File: src/rtl/serial_fifo_uart.sv
// UART with TX/RX FIFOs, 16x receive oversampling and sticky error flags, all in one clock domain.
// Optional even parity is compiled in with the SERIAL_PARITY_EN macro.
module serial_fifo_uart #(
    parameter int DATA_BITS       = 8,
    parameter int FIFO_DEPTH_LOG2 = 4,
    parameter int CLK_DIV         = 27
) (
    input  logic                 Clock,
    input  logic                 Reset_n,
    input  logic                 Send,
    input  logic [DATA_BITS-1:0] DataIn,
    output logic                 TxFull,
    output logic                 TxIdle,
    input  logic                 Read,
    output logic [DATA_BITS-1:0] DataOut,
    output logic                 Valid,
    input  logic                 ClearErr,
    output logic                 Overrun,
    output logic                 FrameErr,
    output logic                 ParityErr,
    input  logic                 Receive,
    output logic                 Transmit
);

    localparam int AW    = FIFO_DEPTH_LOG2;
    localparam int DEPTH = 1 << AW;
    localparam int TW    = (CLK_DIV > 1) ? $clog2(CLK_DIV) : 1;
    localparam logic [AW:0]   FULL_XOR = (AW + 1)'(DEPTH);
    localparam logic [TW-1:0] TICK_MAX = TW'(CLK_DIV - 1);
    localparam logic [3:0]    LAST_BIT = 4'(DATA_BITS - 1);

`ifdef SERIAL_PARITY_EN
    typedef enum logic [2:0] {TX_IDLE, TX_START, TX_DATA, TX_PARITY, TX_STOP} tx_state_t;
    typedef enum logic [2:0] {RX_IDLE, RX_START, RX_DATA, RX_PARITY, RX_STOP} rx_state_t;
`else
    typedef enum logic [2:0] {TX_IDLE, TX_START, TX_DATA, TX_STOP} tx_state_t;
    typedef enum logic [2:0] {RX_IDLE, RX_START, RX_DATA, RX_STOP} rx_state_t;
`endif

    // Free-running 16x oversample tick shared by both directions.
    logic [TW-1:0] tick_cnt;
    logic          tick;

    assign tick = (tick_cnt == TICK_MAX);

    always_ff @(posedge Clock or negedge Reset_n) begin
        if (!Reset_n) tick_cnt <= '0;
        else          tick_cnt <= tick ? '0 : tick_cnt + 1'b1;
    end

    // Handshakes: a word moves on a clock edge where Send is high and TxFull low
    // (TX side), or where Read and Valid are both high (RX side); otherwise nothing moves.

    // ---------------- transmit path ----------------
    logic [DATA_BITS-1:0] tx_mem [DEPTH];
    logic [AW:0]          tx_wr, tx_rd, tx_wr_n, tx_rd_n;
    logic                 tx_push, tx_pop, tx_empty, tx_full_c;
    tx_state_t            tx_state, tx_state_n;
    logic [3:0]           tx_phase, tx_phase_n, tx_bit, tx_bit_n;
    logic [DATA_BITS-1:0] tx_shift, tx_shift_n;
    logic                 tx_par, tx_par_n, tx_end, tx_line_n;

    assign tx_empty  = (tx_wr == tx_rd);
    assign tx_full_c = ((tx_wr ^ tx_rd) == FULL_XOR);
    assign tx_push   = Send & ~tx_full_c;
    assign tx_wr_n   = tx_wr + {{AW{1'b0}}, tx_push};
    assign tx_rd_n   = tx_rd + {{AW{1'b0}}, tx_pop};
    assign tx_end    = tick && (tx_phase == 4'd15);

    always_comb begin
        tx_state_n = tx_state;
        tx_phase_n = tick ? tx_phase + 4'd1 : tx_phase;
        tx_bit_n   = tx_bit;
        tx_shift_n = tx_shift;
        tx_par_n   = tx_par;
        tx_pop     = 1'b0;
        case (tx_state)
            TX_IDLE: begin
                tx_phase_n = '0;
                tx_pop     = !tx_empty;
            end
            TX_START: if (tx_end) begin
                tx_state_n = TX_DATA;
                tx_bit_n   = '0;
            end
            TX_DATA: if (tx_end) begin
                tx_shift_n = tx_shift >> 1;
                tx_bit_n   = tx_bit + 4'd1;
                if (tx_bit == LAST_BIT) begin
`ifdef SERIAL_PARITY_EN
                    tx_state_n = TX_PARITY;
`else
                    tx_state_n = TX_STOP;
`endif
                end
            end
`ifdef SERIAL_PARITY_EN
            TX_PARITY: if (tx_end) tx_state_n = TX_STOP;
`endif
            TX_STOP: if (tx_end) begin
                tx_state_n = TX_IDLE;
                tx_pop     = !tx_empty;
            end
            default: tx_state_n = TX_IDLE;
        endcase
        // A pop always starts a new frame, whether from IDLE or straight out of STOP.
        if (tx_pop) begin
            tx_state_n = TX_START;
            tx_phase_n = '0;
            tx_shift_n = tx_mem[tx_rd[AW-1:0]];
            tx_par_n   = ^tx_mem[tx_rd[AW-1:0]];
        end
        case (tx_state)
            TX_START:  tx_line_n = 1'b0;
            TX_DATA:   tx_line_n = tx_shift[0];
`ifdef SERIAL_PARITY_EN
            TX_PARITY: tx_line_n = tx_par;
`endif
            default:   tx_line_n = 1'b1;
        endcase
    end

    always_ff @(posedge Clock) begin
        if (tx_push) tx_mem[tx_wr[AW-1:0]] <= DataIn;
    end

    always_ff @(posedge Clock or negedge Reset_n) begin
        if (!Reset_n) begin
            tx_state <= TX_IDLE;
            tx_phase <= '0;
            tx_bit   <= '0;
            tx_shift <= '0;
            tx_par   <= 1'b0;
            tx_wr    <= '0;
            tx_rd    <= '0;
            Transmit <= 1'b1;
            TxFull   <= 1'b0;
            TxIdle   <= 1'b1;
        end else begin
            tx_state <= tx_state_n;
            tx_phase <= tx_phase_n;
            tx_bit   <= tx_bit_n;
            tx_shift <= tx_shift_n;
            tx_par   <= tx_par_n;
            tx_wr    <= tx_wr_n;
            tx_rd    <= tx_rd_n;
            Transmit <= tx_line_n;
            TxFull   <= ((tx_wr_n ^ tx_rd_n) == FULL_XOR);
            TxIdle   <= (tx_wr_n == tx_rd_n) && (tx_state_n == TX_IDLE);
        end
    end

    // ---------------- receive path ----------------
    logic [DATA_BITS-1:0] rx_mem [DEPTH];
    logic [AW:0]          rx_wr, rx_rd, rx_wr_n, rx_rd_n;
    logic                 rx_push, rx_pop, rx_full;
    logic                 rx_s1, rx_s2, rx_prev;
    rx_state_t            rx_state, rx_state_n;
    logic [3:0]           rx_phase, rx_phase_n, rx_bit, rx_bit_n;
    logic [DATA_BITS-1:0] rx_shift, rx_shift_n;
    logic                 rx_end, rx_par_ok, ovr_set, frame_set, par_set;

    assign rx_full = ((rx_wr ^ rx_rd) == FULL_XOR);
    assign rx_pop  = Read & Valid;
    assign rx_wr_n = rx_wr + {{AW{1'b0}}, rx_push};
    assign rx_rd_n = rx_rd + {{AW{1'b0}}, rx_pop};
    // START waits half a bit (8 ticks) to land mid-bit; every later sample is a full bit apart.
    assign rx_end  = tick && (rx_phase == ((rx_state == RX_START) ? 4'd7 : 4'd15));

`ifdef SERIAL_PARITY_EN
    logic rx_par_bad, rx_par_bad_n;
    assign rx_par_ok = !rx_par_bad;
`else
    assign rx_par_ok = 1'b1;
`endif

    always_comb begin
        rx_state_n = rx_state;
        rx_phase_n = tick ? rx_phase + 4'd1 : rx_phase;
        rx_bit_n   = rx_bit;
        rx_shift_n = rx_shift;
        rx_push    = 1'b0;
        ovr_set    = 1'b0;
        frame_set  = 1'b0;
        par_set    = 1'b0;
`ifdef SERIAL_PARITY_EN
        rx_par_bad_n = rx_par_bad;
`endif
        if (rx_end) rx_phase_n = '0;
        case (rx_state)
            RX_IDLE: begin
                rx_phase_n = '0;
                if (rx_prev && !rx_s2) rx_state_n = RX_START;
            end
            RX_START: if (rx_end) begin
                rx_state_n = rx_s2 ? RX_IDLE : RX_DATA;
                rx_bit_n   = '0;
            end
            RX_DATA: if (rx_end) begin
                rx_shift_n = {rx_s2, rx_shift[DATA_BITS-1:1]};
                rx_bit_n   = rx_bit + 4'd1;
                if (rx_bit == LAST_BIT) begin
`ifdef SERIAL_PARITY_EN
                    rx_state_n = RX_PARITY;
`else
                    rx_state_n = RX_STOP;
`endif
                end
            end
`ifdef SERIAL_PARITY_EN
            RX_PARITY: if (rx_end) begin
                rx_par_bad_n = rx_s2 ^ (^rx_shift);
                par_set      = rx_par_bad_n;
                rx_state_n   = RX_STOP;
            end
`endif
            RX_STOP: if (rx_end) begin
                rx_state_n = RX_IDLE;
                if (!rx_s2) begin
                    frame_set = 1'b1;
                end else if (rx_par_ok) begin
                    // A pop in the same cycle frees the slot, so that is not an overrun.
                    if (rx_full && !rx_pop) ovr_set = 1'b1;
                    else                    rx_push = 1'b1;
                end
            end
            default: rx_state_n = RX_IDLE;
        endcase
    end

    always_ff @(posedge Clock) begin
        if (rx_push) rx_mem[rx_wr[AW-1:0]] <= rx_shift;
    end

    always_ff @(posedge Clock or negedge Reset_n) begin
        if (!Reset_n) begin
            rx_s1    <= 1'b1;
            rx_s2    <= 1'b1;
            rx_prev  <= 1'b1;
            rx_state <= RX_IDLE;
            rx_phase <= '0;
            rx_bit   <= '0;
            rx_shift <= '0;
            rx_wr    <= '0;
            rx_rd    <= '0;
            Valid    <= 1'b0;
            DataOut  <= '0;
            Overrun  <= 1'b0;
            FrameErr <= 1'b0;
        end else begin
            rx_s1    <= Receive;
            rx_s2    <= rx_s1;
            rx_prev  <= rx_s2;
            rx_state <= rx_state_n;
            rx_phase <= rx_phase_n;
            rx_bit   <= rx_bit_n;
            rx_shift <= rx_shift_n;
            rx_wr    <= rx_wr_n;
            rx_rd    <= rx_rd_n;
            Valid    <= (rx_wr_n != rx_rd_n);
            // Head word, bypassing memory when the incoming word becomes the new head.
            if (rx_wr_n != rx_rd_n)
                DataOut <= (rx_push && (rx_rd_n[AW-1:0] == rx_wr[AW-1:0])) ?
                           rx_shift : rx_mem[rx_rd_n[AW-1:0]];
            Overrun  <= ovr_set | (Overrun & ~ClearErr);
            FrameErr <= frame_set | (FrameErr & ~ClearErr);
        end
    end

`ifdef SERIAL_PARITY_EN
    always_ff @(posedge Clock or negedge Reset_n) begin
        if (!Reset_n) begin
            rx_par_bad <= 1'b0;
            ParityErr  <= 1'b0;
        end else begin
            rx_par_bad <= rx_par_bad_n;
            ParityErr  <= par_set | (ParityErr & ~ClearErr);
        end
    end
`else
    assign ParityErr = 1'b0;
`endif

endmodule

File: config.mk
export PLATFORM = sky130hd
export DESIGN_NAME = serial_fifo_uart
export DESIGN_NICKNAME = d
export VERILOG_FILES = /design/src/rtl/serial_fifo_uart.sv
export SDC_FILE = /design/constraint.sdc
export NUM_CORES = 1
export LEC_CHECK = 0
export ABC_CLOCK_PERIOD_IN_PS = 3850
export CORE_UTILIZATION = 50
export CTS_BUF_LIST = sky130_fd_sc_hd__clkbuf_8
export CTS_CLUSTER_DIAMETER = 80
export DETAILED_ROUTE_END_ITERATION = 7
export GPL_ROUTABILITY_DRIVEN = 0
export GPL_TIMING_DRIVEN = 0
export PLACE_DENSITY = 0.63
export SYNTH_ARGS = -nofsm -noshare
export SYNTH_HDL_FRONTEND = slang
export SYNTH_SLANG_ARGS = --single-unit
File: constraint.sdc
create_clock -name Clock -period 3.85 [get_ports Clock]
set_clock_uncertainty 0.15 [all_clocks]
set_input_delay 0.9625 -clock Clock [delete_from_list [all_inputs] [get_ports Clock]]
set_output_delay 0.9625 -clock Clock [all_outputs]
set_load 0.01 [all_outputs]
# Word level (Yosys, flattened, before mapping)
# Memory sizes are Yosys's and may differ from the RTL's. A register that Yosys moved wholly into a read port is not among the register bits.
# Cells that the tools add are included.
# totals
reg_bits,72
mem_bits_rw,256
rom_bits,0
latch_bits,0
out_inout_bits,15
n_memories,2
# classes
magnitude_cmp,0
n_mul,0
shifts,0
mux,48
eq_ne,24
reduce_logical,23
add_sub_neg,9
n_div,0
n_bitwise,11
# memory_table
name,depth,width,read_ports,rd_ports_with_merged_regs,wr,line_no,rtl
rx_mem,16,8,1,1,1,154,logic [DATA_BITS-1:0] rx_mem [DEPTH];
tx_mem,16,8,1,0,1,55,logic [DATA_BITS-1:0] tx_mem [DEPTH];
# op_table
op,count
$mux 4,11
$mux 3,10
$mux 8,3
$pmux 3 s4,2
$add 5x1->5,4
$eq 5x5->1 const B,4
$add 4x1->4 const B,4
$mux 1,16
$pmux 4 s2,2
$xor 5x5->5,3
$ne 2x2->1 const B,7
$eq 3x2->1 const B,4
$eq 5x5->1,2
$logic_not 3->1,3
$eq 4x3->1 const B,2
$reduce_bool 2->1,4
$eq 3x1->1 const B,2
$reduce_and 3->1,2
$reduce_bool 3->1,2
$add 5x1->5 const B,1
$logic_and 1x1->1,5
$mux 5,1
$ne 5x5->1,1
$reduce_and 5->1,1
9 further kinds,19

# Logic depth before layout (Yosys ltp)
# logic_depth
word_depth,9
depth_mapped,18
mapped_depth_nobuf,14

# Worst setup path after synthesis
# No wires, ideal clock.
# synth_timing
kind,in2reg
start,input port Read
end,"register DataOut[6], read port of rx_mem"
required_time_ns,3.568
arrival_time_ns,3.203
stages,14
setup_slack_ns,0.366
cell_sequence,and2_1 nor2_1 nand2_1 and4_1 buf_2 ha_1 ha_1 xor2_1 xor2_1 or4_1 buf_2 buf_6 nor2_2 a31oi_2
# synth_via
elab_chain_len,9
word_cells_on_any_way,10
cone_classes,add/sub (2); eq/ne (1); mux (4); bitwise (1); reduce/logical (2)
# synth_rtl
element,line_no,rtl
start: declaration,14,"input logic Read,"
$and 1x1->1,164,assign rx_pop = Read & Valid;
$logic_not 1->1,223,if (rx_full && !rx_pop) ovr_set = 1'b1;
$logic_and 1x1->1,223,
$mux 1,223,
$mux 1,219,if (!rx_s2) begin
$mux 1,217,RX_STOP: if (rx_end) begin
$mux 1,190,case (rx_state)
$add 5x1->5,165,"assign rx_wr_n = rx_wr + {{AW{1'b0}}, rx_push};"
via rx_wr_n[2],155,"logic [AW:0] rx_wr, rx_rd, rx_wr_n, rx_rd_n;"
$ne 5x5->1,262,if (rx_wr_n != rx_rd_n)
end: declaration,15,"output logic [DATA_BITS-1:0] DataOut,"
# The timed path passes the listed nets, and every way through them passes these cells.
# A chain may end at the register's enable or synchronous reset.

# Final worst setup path
# layout_timing
start,input port Read
end,"register DataOut[0], read port of rx_mem"
# layout_via
word_cells_on_any_way,10
cone_classes,add/sub (2); eq/ne (1); mux (4); bitwise (1); reduce/logical (2)
# layout_lines
element,line_no,rtl
$and 1x1->1 *,164,
$add 5x1->5 *,166,"assign rx_rd_n = rx_rd + {{AW{1'b0}}, rx_pop};"
via rx_rd_n[1],155,
$ne 5x5->1,262,
# The timed path passes the listed nets; every way through them passes the cells marked *.

==> summary.md <==
| Metric | Value |
|---|---|
| Core Region | `26,950 um2` |
| Final hold violation count | `0` |
| Remaining Overflow, GRT | `0` |
| Most used routing layer | `met2` |
| Count leader, synth | `edfxtp_1` |
| Commonest cells in the netlist | `edfxtp_1 (256), dfrtp_1 (74), mux4_2 (72), nor2_1 (60), nand2_1 (41)` |
| Top Ports | `29` |
| Vias/cell | `5.792` |
| DRT Wirelength | `~27 mm` |
| # DRC | `0` |
| Port Buffers | `27` |
| MaxCap Viol Count | `0` |
| Clock slew seen by the registers of the worst setup and hold paths | `0.06 ns` |
| Clock Power Share | `32.4%` |
| CTS tree | `yes` |
| CTS H-tree depth | `2` |
| Final #Nets | `905` |
| Worst-Skew Late Latency | `0.59 ns` |
| Hold Slack | `0.08160 ns` |
| Hpwl dp | `17.42 mm` |
| Worst slew pin tran | `about 1.4 ns` |
| Power Dens Cells | `556.4 nW/um2` |
| Sw Share | `about a quarter` |
| Status | `finished, final reports clean` |
| Iteration-0 DRC count of the detailed router | `about 650` |
| Post-synthesis area per instance | `17.42 um2` |
| Post-synth top area share | `55.87%` |
| Worst Path Max Fanout | `10` |
| Crit end category | `register` |
| Placed cells | `1,160` |
| Max Slew Vio Count | `0` |
| Clock Tree Buf Depth | `3` |
| Clock sinks | `335` |
| Logic pwr share | `between 10% and 20%` |
| Vias in the first global route | `7,601` |
| Total GRT Usage | `19.85%` |
| Worst setup SP type | `primary input` |
| Cells after synthesis | `~800` |
| Worst EP required | `4.15 ns` |
| First-pass GRT wire length | `42.37 mm` |
| Cell internal power dissipation | `approximately 6300 uW` |
| Largest net degree at the start of global routing | `66` |
| Leak | `between 0.005 and 0.006 uW` |
| Yosys warning count | `0` |
| Net switching power | `2313 uW` |
| Num CTS Buffers | `54` |
| Tcrit/Tclk final | `97.86%` |
| WS Path Type | `primary input to register` |
| Setup TNS Final | `0 ns` |
| Root Buffer | `clkbuf_8` |
| Die width | `167.9 um` |
| Seq/Total Area, Yosys | `70.29%` |
| Routed Antenna Nets | `0` |
| Drt pass-1 iters | `6` |
| Async set or reset register ratio after synthesis | `23.58%` |
| F_max | `0.2654 GHz` |
| Sequential fraction of design power | `49.1%` |
| Max-slew headroom | `under 10%` |
| Die height | `167.9 um` |
| N_diodes | `0` |
| Initial antenna violation count | `0` |
| GRT met1 Usage | `28.48%` |
| Initial core utilization | `51.05%` |
| Met2 usage | `31.14%` |
| Number of flops mapped to enable cells by yosys | `256` |
| Post-synth top area cell | `edfxtp_1` |
| Die area | `28,180 um2` |
| Most used DFF post-synth | `edfxtp_1` |
| WL/cell | `21.10 um` |
| Cell Area, Synth | `roughly 14,000 um2` |
| Arrival time at the worst endpoint | `about 4 ns` |
| #FFs+latches synth | `335` |
| # rows | `60` |
| Worst hold path class | `primary input to async pin` |
| Routed vias | `7,292` |
| Synth-to-layout area growth | `13.15%` |
| Top post-synthesis cells by area | `edfxtp_1 (56%), dfrtp_1 (13%), mux4_2 (12%), nor2_1 (1.6%), xnor2_1 (1.3%)` |
| Unique masters post-synth | `53` |
| Internal reg-to-reg setup slack | `0.16 ns` |
| Setup violators final | `0` |
| GRT met3 Usage | `3.738%` |
| Fin crit period | `3.768 ns` |
| Fraction of layout cells with a size suffix above 1 | `between 20 and 25%` |
| Fin cells | `1,259` |
| Peak supply drop | `0.0002989 V` |
## path summary, 6_finish.rpt
check | startpoint | to | depth (start not counted)
max | Read | DataOut[0] | 10
min reg2reg | rx_s1 | rx_s2 | 0
min | Reset_n | tx_wr[0] | 1
max reg2reg | tick_cnt[0] | DataOut[6] | 17
max in group asynchronous | Reset_n | rx_s1 | 2
min in group Clock | rx_s1 | rx_s2 | 0
## through the flow
stage          util, %  total power [uW]  setup WS, ns  instance area (um2)
2_1_floorplan        -              5461        0.3656                13760
3_3_place_gp     53.65              5891       -0.9653                14460
3_5_place_dp     53.74              5947       -0.5084                14480
4_1_cts          57.48              8742       0.01234                15490
5_1_grt          57.76              9049      -0.01694                15570
6_report         57.76              8661       0.08248                15570
## power by group through the flow
stage	Combinational, uW	Clock (uW)	Sequential (uW)
floorplan	1170	0	4290
global placement	1580	0	4310
detailed placement	1620	0	4330
CTS	1630	2860	4250
global route	1740	3030	4280
finish	1600	2810	4250
## cells by family (layout without fill, tap and decap cells)
kind of cell	Yosys count	count (layout)	synth area share (%)
flops	335	335	70.29
mux	105	105	14.32
simple gates	176	176	6.257
other cells	1	2	0.02726
xor+xnor	43	43	2.928
fa+ha+maj	14	14	1.273
buf+inv	50	177	1.601
compound gates	66	66	3.301
## worst max-delay path, stage by stage
cell             delay [ns]
clkdlybuf4s50_1        0.39
and2_1                 0.19
ha_1                   0.22
ha_1                   0.30
clkbuf_1               0.39
clkbuf_1               0.58
mux4_2                 0.42
mux2_2                 0.29
o211ai_1               0.22
a31oi_2                0.11
## flip-flops by register name, indices dropped and copies added, names as in the netlist, 2 cells and up
name and flops:
tx_mem 128, rx_rd 5, tx_shift 8, rx_wr 5, tx_rd 5, rx_bit 4, rx_phase 4, tick_cnt 5
rx_state 2, rx_shift 8, tx_bit 4, DataOut 8, rx_mem 128, tx_phase 4, tx_wr 5, tx_state 3
## cell usage in the layout (no fill, tap or decap), types with 4 or more instances in the layout
| cell type | Yosys | layout |
|---|---|---|
| mux2_2 | 15 | 15 |
| a31oi_2 | 8 | 8 |
| xor2_1 | 20 | 20 |
| nor2_1 | 60 | 60 |
| o211ai_1 | 8 | 8 |
| xnor2_1 | 21 | 20 |
| dfrtp_1 | 74 | 74 |
| clkdlybuf4s50_1 | 0 | 26 |
| nand2_1 | 41 | 41 |
| buf_4 | 1 | 7 |
| nand3b_1 | 5 | 5 |
| nand2b_1 | 6 | 6 |
| o21ai_0 | 10 | 10 |
| ha_1 | 14 | 13 |
| mux2i_1 | 18 | 18 |
| inv_1 | 10 | 33 |
| clkbuf_8 | 0 | 62 |
| a21oi_1 | 25 | 25 |
| nor3_1 | 12 | 9 |
| edfxtp_1 | 256 | 256 |
| nand4_1 | 5 | 5 |
| dfstp_2 | 5 | 5 |
| mux4_2 | 72 | 72 |
| clkbuf_1 | 18 | 14 |
| and2_1 | 4 | 4 |
| nand3_1 | 16 | 15 |
| clkinv_1 | 0 | 7 |
| buf_2 | 17 | 14 |
## timing repair
| action | 4_1_cts | 5_1_grt |
|---|---|---|
| hold buffers | 0 | 0 |
| endpoints found under the setup margin | 8 | 10 |
| gates cloned | 0 | 0 |
| pin swaps | 0 | 1 |
| buffers inserted | 0 | 3 |
| gates resized for setup | 1 | 17 |
## cell type report
| class | count | area (um2) |
|---|---|---|
| Buffer | 39 | 190.2 |
| Clock buffer | 62 | 853.3 |
| Clock inverter | 35 | 148.9 |
| Fill cell | 2044 | 11380 |
| Inverter | 10 | 37.54 |
| Multi-Input combinational cell | 406 | 3923 |
| Sequential cell | 335 | 9671 |
| Tap cell | 341 | 426.7 |
| Timing Repair Buffer | 31 | 317.8 |
## layer usage
metal / vias up / wire (um)
li1: 3251 / -
met1: 3762 / 11800
met2: 231 / 12600
met3: 48 / 1652
met4: 0 / 510
met5: - / 0
Note: power is estimated with default switching activity, not from simulation.
